===== src/rtl/motoro3_gate_monitor.sv =====
// Independent checker for the six bridge gate drives: recovers the 6-step index,
// direction and step period, and latches shoot-through / dead-time faults.
module motoro3_gate_monitor #(
    parameter int DEAD_MIN     = 4,
    parameter int STABLE_MIN   = 8,
    parameter int CNT_W        = 25,
    parameter int STALL_CYCLES = 10000000
) (
    input  logic             clk,
    input  logic             nRst,
    input  logic             aHp,
    input  logic             aLp,
    input  logic             bHp,
    input  logic             bLp,
    input  logic             cHp,
    input  logic             cLp,
    input  logic             faultClr,
    output logic [2:0]       stepIdx,
    output logic             stepValid,
    output logic             stepDir,
    output logic             stepErr,
    output logic [CNT_W-1:0] stepPeriod,
    output logic             stalled,
    output logic             faultShoot,
    output logic             faultDead,
    output logic [2:0]       faultPhase
);

    localparam int ZW = $clog2(DEAD_MIN + 1);
    localparam int SW = $clog2(STABLE_MIN + 1);

    localparam logic [ZW-1:0]    DEAD_LIM    = ZW'(DEAD_MIN);
    localparam logic [SW-1:0]    STAB_ACCEPT = SW'(STABLE_MIN - 1);
    localparam logic [SW-1:0]    STAB_SAT    = SW'(STABLE_MIN);
    localparam logic [CNT_W-1:0] STALL_VAL   = CNT_W'(STALL_CYCLES);

    // Input stage: everything downstream sees only these registered copies.
    logic [2:0] r_hp;
    logic [2:0] r_lp;
    logic       r_clr;

    always_ff @(posedge clk or negedge nRst) begin
        if (!nRst) begin
            r_hp  <= '0;
            r_lp  <= '0;
            r_clr <= 1'b0;
        end else begin
            r_hp  <= {cHp, bHp, aHp};
            r_lp  <= {cLp, bLp, aLp};
            r_clr <= faultClr;
        end
    end

    logic [2:0] r_held;
    logic [2:0] w_is_h;
    logic [2:0] w_is_l;
    logic [2:0] w_is_z;
    logic [2:0] w_is_x;
    logic [2:0] w_held_next;
    logic [2:0] w_dead_hit;

    for (genvar gi = 0; gi < 3; gi++) begin : g_phase
        logic [ZW-1:0] r_zcnt;

        assign w_is_h[gi] = r_hp[gi] & ~r_lp[gi];
        assign w_is_l[gi] = r_lp[gi] & ~r_hp[gi];
        assign w_is_z[gi] = ~r_hp[gi] & ~r_lp[gi];
        assign w_is_x[gi] = r_hp[gi] & r_lp[gi];

        assign w_held_next[gi] = w_is_h[gi] ? 1'b1 :
                                 w_is_l[gi] ? 1'b0 : r_held[gi];

        // A swap to the opposite level needs DEAD_MIN idle cycles before it.
        assign w_dead_hit[gi] = ((w_is_h[gi] & ~r_held[gi]) | (w_is_l[gi] & r_held[gi]))
                                & (r_zcnt < DEAD_LIM);

        always_ff @(posedge clk or negedge nRst) begin
            if (!nRst) begin
                r_zcnt <= '0;
            end else if (w_is_z[gi]) begin
                if (r_zcnt != DEAD_LIM) begin
                    r_zcnt <= r_zcnt + ZW'(1);
                end
            end else begin
                r_zcnt <= '0;
            end
        end
    end

    logic       r_fault_shoot;
    logic       r_fault_dead;
    logic [2:0] r_fault_phase;
    logic [2:0] w_new_phase;

    assign w_new_phase = w_is_x | w_dead_hit;

    // Clear and a fresh fault in the same cycle: the fresh fault survives.
    always_ff @(posedge clk or negedge nRst) begin
        if (!nRst) begin
            r_fault_shoot <= 1'b0;
            r_fault_dead  <= 1'b0;
            r_fault_phase <= '0;
        end else if (r_clr) begin
            r_fault_shoot <= |w_is_x;
            r_fault_dead  <= |w_dead_hit;
            r_fault_phase <= w_new_phase;
        end else begin
            r_fault_shoot <= r_fault_shoot | (|w_is_x);
            r_fault_dead  <= r_fault_dead | (|w_dead_hit);
            r_fault_phase <= r_fault_phase | w_new_phase;
        end
    end

    function automatic logic [3:0] decode_pattern(input logic [2:0] pat);
        logic [3:0] res;
        res = 4'b0000;
        case (pat)
            3'b001:  res = {1'b1, 3'd0};
            3'b011:  res = {1'b1, 3'd1};
            3'b010:  res = {1'b1, 3'd2};
            3'b110:  res = {1'b1, 3'd3};
            3'b100:  res = {1'b1, 3'd4};
            3'b101:  res = {1'b1, 3'd5};
            default: res = 4'b0000;
        endcase
        return res;
    endfunction

    logic [SW-1:0]    r_stab;
    logic             r_locked;
    logic [2:0]       r_idx;
    logic             r_dir;
    logic             r_valid;
    logic             r_err;
    logic [CNT_W-1:0] r_cnt;
    logic [CNT_W-1:0] r_period;
    logic             r_stalled;

    logic [3:0]       w_dec;
    logic             w_cand_ok;
    logic [2:0]       w_cand_idx;
    logic [SW-1:0]    w_stab;
    logic             w_accept;
    logic [2:0]       w_fwd_idx;
    logic [2:0]       w_rev_idx;
    logic [CNT_W-1:0] w_cnt_inc;

    assign w_dec      = decode_pattern(w_held_next);
    assign w_cand_ok  = w_dec[3];
    assign w_cand_idx = w_dec[2:0];

    // r_held is exactly the previous cycle's candidate.
    assign w_stab = (w_held_next != r_held) ? '0 :
                    (r_stab == STAB_SAT)    ? r_stab : r_stab + SW'(1);

    assign w_accept  = (w_stab == STAB_ACCEPT) && w_cand_ok &&
                       ((w_cand_idx != r_idx) || !r_locked);
    assign w_fwd_idx = (r_idx == 3'd5) ? 3'd0 : r_idx + 3'd1;
    assign w_rev_idx = (r_idx == 3'd0) ? 3'd5 : r_idx - 3'd1;
    assign w_cnt_inc = (&r_cnt) ? r_cnt : r_cnt + CNT_W'(1);

    always_ff @(posedge clk or negedge nRst) begin
        if (!nRst) begin
            r_held    <= '0;
            r_stab    <= '0;
            r_locked  <= 1'b0;
            r_idx     <= '0;
            r_dir     <= 1'b0;
            r_valid   <= 1'b0;
            r_err     <= 1'b0;
            r_cnt     <= '0;
            r_period  <= '0;
            r_stalled <= 1'b0;
        end else begin
            r_held  <= w_held_next;
            r_stab  <= w_stab;
            r_valid <= 1'b0;
            r_err   <= 1'b0;
            if (w_accept) begin
                r_idx <= w_cand_idx;
                r_cnt <= CNT_W'(1);
                if (!r_locked) begin
                    r_locked <= 1'b1;
                end else begin
                    r_period  <= r_cnt;
                    r_stalled <= 1'b0;
                    if (w_cand_idx == w_fwd_idx) begin
                        r_dir   <= 1'b0;
                        r_valid <= 1'b1;
                    end else if (w_cand_idx == w_rev_idx) begin
                        r_dir   <= 1'b1;
                        r_valid <= 1'b1;
                    end else begin
                        r_err <= 1'b1;
                    end
                end
            end else if (r_locked) begin
                r_cnt <= w_cnt_inc;
                if (w_cnt_inc == STALL_VAL) begin
                    r_stalled <= 1'b1;
                end
            end
        end
    end

    assign stepIdx    = r_idx;
    assign stepValid  = r_valid;
    assign stepDir    = r_dir;
    assign stepErr    = r_err;
    assign stepPeriod = r_period;
    assign stalled    = r_stalled;
    assign faultShoot = r_fault_shoot;
    assign faultDead  = r_fault_dead;
    assign faultPhase = r_fault_phase;

endmodule


===== config.mk =====
export PLATFORM = sky130hd
export DESIGN_NAME = motoro3_gate_monitor
export DESIGN_NICKNAME = d
export VERILOG_FILES = /design/src/rtl/motoro3_gate_monitor.sv
export SDC_FILE = /design/constraint.sdc
export NUM_CORES = 1
export LEC_CHECK = 0
export ABC_AREA = 1
export BUFFER_PORTS_ARGS = -buffer_cell sky130_fd_sc_hd__buf_2
export CAP_MARGIN = 0
export CORE_MARGIN = 4
export CORE_UTILIZATION = 35
export DETAILED_ROUTE_END_ITERATION = 8
export MAX_ROUTING_LAYER = met4
export PLACE_DENSITY = 0.6
export SYNTH_ARGS = -nofsm -noshare
export SYNTH_HDL_FRONTEND = slang
export SYNTH_SLANG_ARGS = --single-unit
export TNS_END_PERCENT = 100

===== constraint.sdc =====
create_clock -name clk -period 2.38 [get_ports clk]
set_input_delay 0.357 -clock clk [delete_from_list [all_inputs] [get_ports clk]]
set_output_delay 0.357 -clock clk [all_outputs]
set_load 0.005 [all_outputs]

# [After elaboration in Yosys (flattened, before gate mapping)]
# Index checks and enable logic that the tools add are counted.
[word_totals] output_inout_bits=37 wordCells=137 regBits=86 input_bits=9
[op_classes] n_reduce_logical=14 n_lt_le_gt_ge=3 n_bitwise=37 n_addsub=7 n_eq_ne=20 mux=37
[op_table] cell="2-to-1 mux 25 bit" count=3
[op_table] cell="2-to-1 mux 3 bit" count=9
[op_table] cell="adder 25 x 1 -> 25 bit, second input constant" count=1
[op_table] cell="== test 25 x 24 -> 1 bit, second input constant" count=1
[op_table] cell="AND reduction 25 bit" count=1
[op_table] cell="case mux 4 bit (6 select lines)" count=1
[op_table] cell="2-to-1 mux 1 bit" count=22
[op_table] cell="bitwise AND 1 bit" count=21
[op_table] cell="adder 3 x 1 -> 3 bit, second input constant" count=4
[op_table] cell="== test 3 bit, second input constant" count=4
[op_table] cell="less-than comparator 3 bit, second input constant" count=3
[op_table] cell="inequality test 3 bit, second input constant" count=3
[op_table] cell="inverter 1 bit" count=9
[op_table] cell="2-to-1 mux 4 bit" count=2
[op_table] cell="== test 3 x 2 -> 1 bit, second input constant" count=2
[op_table] cell="== test 3 bit" count=2
[op_table] cell="inequality test 2 x 1 -> 1 bit, second input constant" count=3
[op_table] cell="inequality test 3 bit" count=2
[op_table] cell="bitwise OR 3 bit" count=2
[op_table] cell="nonzero test 2 bit" count=3
[op_table] cell="OR reduction 3 bit" count=2
[op_table] cell="bitwise OR 1 bit" count=5
[op_table] cell="adder 4 x 1 -> 4 bit, second input constant" count=1
[op_table] cell="== test 4 x 3 -> 1 bit, second input constant" count=1
[op_table] cell="other kinds (9)" count=11

# [Depth between registers and ports, before layout]
# Gate-level depths: netlist of run 1.
[logic_depth] word_depth=11 ltp_mapped=18 mapped_depth_nobuf=17

# [Worst setup path before layout of run 1]
# OpenSTA, ideal clock, no wires.
[synth_timing] path_type="register -> register" from="register r_cnt[0]" to="register r_stalled, in the netlist stalled" arrival_time_ps=1881 setup_time_ps=77 path_stages_with_launch=14 n_path_buf=1 t_required_ps=2303 setup_slack_ps=422 synth_period_minus_slack_ps=1958 cell_sequence="dfrtp_1 > ha_1 > nand2_1 > nor2_2 > nand2_2 > nor2_4 > nand2_2 > clkbuf_1 > nand3_1 > nor2_1 > nand2_1 > nor2_1 > nand2_1 > a21oi_1"
[synth_between] elab_chain_cells=5 elab_cells_between_ends=6 classes_between="add/sub (1); eq/ne (1); mux (1); reduce/logical (3)"
[synth_lines] element="start: declaration" line="135" rtl="logic [CNT_W-1:0] r_cnt;"
[synth_lines] element="start signal: assignment" line="198" rtl="r_cnt <= w_cnt_inc;"
[synth_lines] element="adder 25 x 1 -> 25 bit or AND reduction 25 bit (tied branches)" line="160" rtl="assign w_cnt_inc = (&r_cnt) ? r_cnt : r_cnt + CNT_W'(1);"
[synth_lines] element="2-to-1 mux 25 bit (*)" line="160"
[synth_lines] element="== test 25 x 24 -> 1 bit (*)" line="199" rtl="if (w_cnt_inc == STALL_VAL) begin"
[synth_lines] element="nonzero test 2 bit (no source line) (*)"
[synth_lines] element="AND reduction 2 bit (no source line) (*)"
[synth_lines] element="end signal: assignment" line="173" rtl="r_stalled <= 1'b0;"
[synth_lines] element="end signal: assignment" line="186" rtl="r_stalled <= 1'b0;"
[synth_lines] element="end signal: assignment" line="200" rtl="r_stalled <= 1'b1;"
[synth_lines] element="end: declaration" line="137" rtl="logic r_stalled;"
# Mark *: on every way between the ends. The rest lies on a longest branch, timed or not.
# A chain may end at the register's enable or synchronous reset.

# [Worst setup path in the final report of run 1]
[layout_timing] from="register r_cnt[1]" to="register r_stalled, in the netlist stalled"
# Same word-level chain as after synthesis.

==> results of run 1 <==
## area by class of cell
type / count / area [um^2] / area share
timing repair buffer: 55 / 315 / 0.0574
inverter: 72 / 278 / 0.0505
clock buffer: 11 / 253 / 0.0460
tap: 176 / 220 / 0.0401
multi-input combinational: 403 / 2150 / 0.391
sequential: 86 / 2150 / 0.392
clock inverter: 5 / 129 / 0.0234
## path summary, 6_finish.rpt
path | endpoint | slack (ns) | cells past startpoint
worst max-delay path | stalled | 0.22 | 12
worst min-delay path | r_cnt[18] | 0.004 | 1
worst max register to register | stalled | 0.22 | 12
worst min register to register | stepPeriod[20] | 0.47 | 2
max in group asynchronous | faultDead | 1.73 | 2
min in group clk | r_hp[1] | 0.12 | 1
## worst register-to-register path, stage by stage (launching register included)
cell and delay, ns:
dfrtp_1 0.42, ha_1 0.22, nand2_1 0.08, nor2_2 0.05
nand2_2 0.12, nor2_4 0.07, nand2_4 0.20, inv_1 0.23
nor3_1 0.28, nand3_1 0.11, nor2_1 0.12, nand2_1 0.08
a21oi_1 0.11
## cells in the final DEF, fill, tap and decap left out, drive strengths merged
cell type	n
dfrtp	86
clkbuf	11
clkinv	2
o211ai	4
o22ai	1
xnor2	3
ha	10
bufinv	4
buf	55
nor2	61
nand3b	4
nand3	54
a21oi	2
o2111ai	1
a31oi	4
o221ai	3
inv	71
nand2	162
o21ai	70
or2	1
xor2	17
nor3	2
nand4	4
## synthesized netlist by cell type (all sizes together)
cell     instances  share of area
ha              10          0.027
a31oi            4         0.0053
nand2          162           0.14
o22ai            1         0.0013
xnor2            3         0.0056
xor2            17          0.032
o2111ai          1         0.0019
dfrtp           86           0.46
nor2            61          0.057
clkinv           1        0.00080
o211ai           4         0.0064
o21ai           70          0.095
nor3             2         0.0021
inv             71          0.057
o221ai           3         0.0056
nand4            4         0.0067
clkbuf           3         0.0024
or2              1         0.0019
buf             11          0.022
nand3b           4         0.0064
a21oi            2         0.0021
nand3           54          0.061
## routing by layer
| metal | vias up | part of all wire |
|---|---|---|
| li1 | 1948 | - |
| met1 | 1840 | 0.47 |
| met2 | 84 | 0.47 |
| met3 | 15 | 0.041 |
| met4 | 0 | 0.019 |
| met5 | - | 0 |
## flip-flops by register name, summed over array words and instances, names as in the netlist, 3 cells and up
name	count
stepIdx	3
r_stab	4
faultPhase	3
g_phase.r_zcnt	9
r_cnt	25
r_held	3
r_hp	3
stepPeriod	25
r_lp	3
## repair_timing
| action | in CTS | in global routing |
|---|---|---|
| hold buffers | 0 | 0 |
| resized for setup | 0 | 3 |
| endpoints found under the setup margin | 0 | 27 |
## per-stage QoR
stage / setup slack [ns] / total power, mW / area, um^2 / utilization / hold slack [ns]
6_report: 0.218 / 3.71 / 5500 / 0.417 / 0.00378
5_1_grt: 0.0161 / 3.88 / 5500 / 0.417 / 0.0447
4_1_cts: 0.0607 / 3.76 / 5490 / 0.416 / 0.0177
3_5_place_dp: 0.0980 / 1.97 / 5100 / 0.387 / 0.390
3_3_place_gp: 0.0526 / 1.96 / 5100 / 0.387 / 0.385
2_1_floorplan: 0.422 / 1.83 / 4690 / - / 0.0614
## power by group
| group | leakage [nW] | internal [mW] | total (mW) | switching [mW] |
|---|---|---|---|---|
| Clock | 0.186 | 1.19 | 1.77 | 0.581 |
| Sequential | 1.15 | 1.51 | 1.55 | 0.0407 |
| Combinational | 1.33 | 0.138 | 0.389 | 0.252 |
| Total | 2.67 | 2.84 | 3.71 | 0.873 |
## cell families (layout without fill, tap and decap cells)
kind of cell / after synthesis / in the layout / share of synthesized area
simple gates: 288 / 288 / 0.276
flops: 86 / 86 / 0.459
buf+inv: 86 / 143 / 0.0830
compound gates: 85 / 85 / 0.117
xor+xnor: 20 / 20 / 0.0374
fa+ha+maj: 10 / 10 / 0.0267
==> results.ini, run 1 <==
[layout]
drive_above_1_share = 0.204
fillCellCount = 1319
nNetsFinal = 646
final_cells = 808
synthToLayoutAreaGrowth_pct = 17.3
antennaDiodeCount = 0

[clocking]
clock-sinks = 86
cts.reportedPaths.clkPinSlew_ns = 0.06
cts_buffer_depth = 2
cts_buffers = 9
root_buffer = clkbuf_16
cts_tree = yes
post_cts_buffers = 0
htreeDepth = 3
clock_latency_ns = 0.34

[worst_setup_path]
path_delay_family = simple AND/OR/NAND/NOR gates
crit_start = r_cnt[1]
crit_type = reg -> reg
path_max_fanout = 22
required_ns = 2.65
cpMaxStageDelayCell = dfrtp_1
crit_chain = ha_1, nand2_1, nor2_2, nand2_2, nor2_4, nand2_4, inv_1, nor3_1, nand3_1, nor2_1, nand2_1, a21oi_1
cp-start-kind = flop
cp_common_cell = nand2_1
cp.arrival_ns = 2.43
r2r-start = r_cnt[1]
end_kind = flop
path_buf_inv = 1
crit_path_max_incr_delay_ns = 0.42

[floorplan]
rows = 42
dieArea_um2 = 15300
dieHeight_um = 124
start_util = 0.355
chipWidth_um = 124
core_area_um2 = 13200
design.portCount = 46

[synth]
synth_cell_types = 35
syn-num-nets = 594
syn-cell-area_um2 = 4690
syn_avg_cell_area_um2 = 8.15
ys_seq_elements = 86
ys.warnings.count = 0
ys_seq_area_frac = 0.459
syn_inst = 575

[global_route]
met3_usage = 0.0341
grt.busiest_layer = met2
grt_max_degree = 51
track_usage = 0.153
met2_usage = 0.238
grt_pass1_vias = 3866
grt_pass1_wl_mm = 18.2
grt-ovfl-total = 0
antenna_found_initial = 0
grt.met1_usage = 0.201

[sta]
period_minus_slack_ns = 2.16
maxSlewViolCount = 0
fin_tns_setup_ns = 0
final-hold-violation-count = 0
fin_skew_ns = 0.00658
rsz0062_at_grt = no
max-slew-margin-rel = 0.625
period_share = 0.909
finalSetupViolCount = 0
fmax_mhz = 462
worst_pin_slew_ns = 0.563

[run_status]
status = completed

[run]
max_cap_violations = 0

[pwr]
power_per_cell_area_nw_per_um2 = 675
peakVddDrop_uv = 309
p_leak_nw = 2.67

[place]
port_buffers = 45
gp_congestion = 0.937
dp.cells = 792
hpwl_mm = 7.74

[route]
routed_wl_mm = 10.7
postRouteAntennaNets = 0
drt-initial-drc-count = 300
viasPerCell = 4.81
drc_errors = 0
dr.pass1.iters = 5
post_drt_wl_per_cell_um = 13.2
num_vias = 3887

[min_path]
hold_class = in -> async

(Power assumes the default switching activity.)
==> run 2: changes to the inputs <==
--- a/config.mk
+++ b/config.mk
@@ -8,6 +8,7 @@
 export ABC_AREA = 1
 export BUFFER_PORTS_ARGS = -buffer_cell sky130_fd_sc_hd__buf_2
 export CAP_MARGIN = 0
+export CORE_ASPECT_RATIO = 1.2
 export CORE_MARGIN = 4
 export CORE_UTILIZATION = 35
 export DETAILED_ROUTE_END_ITERATION = 8
==> run 2 against run 1 <==
Compared with the run above: the flow now finishes with violations (negative hold slack); clock power decreased by 14%; wire length increased by 7.3%; fmax decreased by 1.7%; cell count decreased by 1.1%; global-route usage increased by 1.1 points; hold slack got worse by 0.0077 ns; utilization decreased by 0.59 points; non-clock buffer count decreased by 1; setup slack got worse by 0.037 ns; via count decreased by 0.18%; highest routed layer unchanged.
==> results.ini, run 2 (synthesis results as in run 1) <==
[clocking]
cts_buffer_depth = 2
cts_tree = yes
post_cts_buffers = 0
htreeDepth = 3
cts_hold_buf = 0
root_buffer = clkbuf_16
cts_resized = 1
cts.reportedPaths.clkPinSlew_ns = 0.07
cts_buffers = 9
clock_latency_ns = 0.35
clock-sinks = 86

[sta]
setup_slack_ns = 0.181
fmax_mhz = 455
max-slew-margin-rel = 0.626
period_minus_slack_ns = 2.20
final-hold-violation-count = 4
rsz0062_at_grt = no
fin_skew_ns = 0.0120
finalSetupViolCount = 0
maxSlewViolCount = 0
worst_pin_slew_ns = 0.562
hold_ws_ns = -0.00393
period_share = 0.924
fin_tns_setup_ns = 0

[floorplan]
design.portCount = 46
chipWidth_um = 114
core_area_um2 = 13200
dieArea_um2 = 15300
rows = 46
dieHeight_um = 135
start_util = 0.356

[worst_setup_path]
cp_common_cell = nand2_1
crit_end = stalled
cp.arrival_ns = 2.47
rr_worst_depth = 12
crit_start = r_cnt[1]
cpMaxStageDelayCell = dfrtp_1
path_max_fanout = 20
cp-start-kind = flop
r2r-end = stalled
crit_chain = ha_1, nand2_1, nor2_2, nand2_2, nor2_4, nand2_4, inv_1, nor3_1, nand3_1, nor2_1, nand2_1, a21oi_1
required_ns = 2.65
r2r_slack_ns = 0.18
end_kind = flop
crit_type = reg -> reg
r2r-start = r_cnt[1]
crit_path_max_incr_delay_ns = 0.42

[pwr]
finalPower_mw = 3.48
power_per_cell_area_nw_per_um2 = 642
p_leak_nw = 2.63
peakVddDrop_uv = 306

[run_status]
status = finished, violations left
violations = negative hold slack

[route]
routed_wl_mm = 11.4
drc_errors = 0
post_drt_wl_per_cell_um = 14.3
num_vias = 3880
postRouteAntennaNets = 0
dr.pass1.iters = 4
viasPerCell = 4.86
drt-initial-drc-count = 208

[layout]
nNetsFinal = 645
drive_above_1_share = 0.201
multi_input_area_um2 = 2150
design_area_um2 = 5410
final_cell_mix = 147 x nand2_1, 86 x dfrtp_1, 62 x inv_1
regArea_um2 = 2150
antennaDiodeCount = 0
fillCellCount = 1367
synthToLayoutAreaGrowth_pct = 15.5
final_cells = 799
final_common_cell = nand2_1

[global_route]
track_usage = 0.164
grt_pass1_wl_mm = 19.4
grt_max_degree = 51
grt-ovfl-total = 0
grt_pass1_vias = 4039
antenna_found_initial = 0

[place]
gp_congestion = 0.893
dp.cells = 783
post_dp_cell_area_um2 = 5090
pre_cts_ws_ns = -0.00714
hpwl_mm = 8.46
port_buffers = 45

[min_path]
hold_class = in -> async

[run]
max_cap_violations = 0

run 2: through the flow:
step | hold slack, ns | utilization
2_1_floorplan | 0.0614 | -
3_3_place_gp | 0.386 | 0.386
3_5_place_dp | 0.395 | 0.386
4_1_cts | 0.0169 | 0.410
5_1_grt | 0.0351 | 0.411
6_report | -0.00393 | 0.411
run 2: how the worst min path moves through the flow:
stage,start,end,slack (ns),depth (start not counted)
finish,nRst,g_phase[0].r_zcnt[2],-0.004,1
global route,nRst,g_phase[0].r_zcnt[2],0.04,1
CTS,nRst,r_cnt[2],0.02,1
detailed placement,nRst,faultDead,0.39,1
global placement,nRst,faultDead,0.39,1
floorplan,nRst,faultDead,0.06,0
run 2: power breakdown:
group	total, mW	leakage, nW	switching (mW)	internal (mW)
Combinational	0.400	1.32	0.264	0.136
Clock	1.53	0.157	0.582	0.946
Sequential	1.55	1.15	0.0386	1.51
run 2: worst max-delay path, delay by kind of cell (launching register included):
kind | cells | cell delay, ns
adder cells (fa/ha/maj) | 1 | 0.21
buffers and inverters | 1 | 0.21
AO/OA/AOI/OAI | 1 | 0.11
flip-flops | 1 | 0.42
AND/OR/NAND/NOR | 9 | 1.16
run 2: area by class of cell:
type / instances / area share
Clock buffer: 12 / 0.0455
Clock inverter: 4 / 0.0129
Inverter: 72 / 0.0508
Multi-Input combinational cell: 403 / 0.398
Sequential cell: 86 / 0.398
Tap cell: 168 / 0.0388
Timing Repair Buffer: 54 / 0.0569
run 2: routing by layer:
| metal | share of wire | GRT usage |
|---|---|---|
| met2 | 0.53 | 0.290 |
| met1 | 0.41 | 0.183 |
| met4 | 0.023 | 0.0628 |
| met5 | 0 | - |
| met3 | 0.039 | 0.0314 |
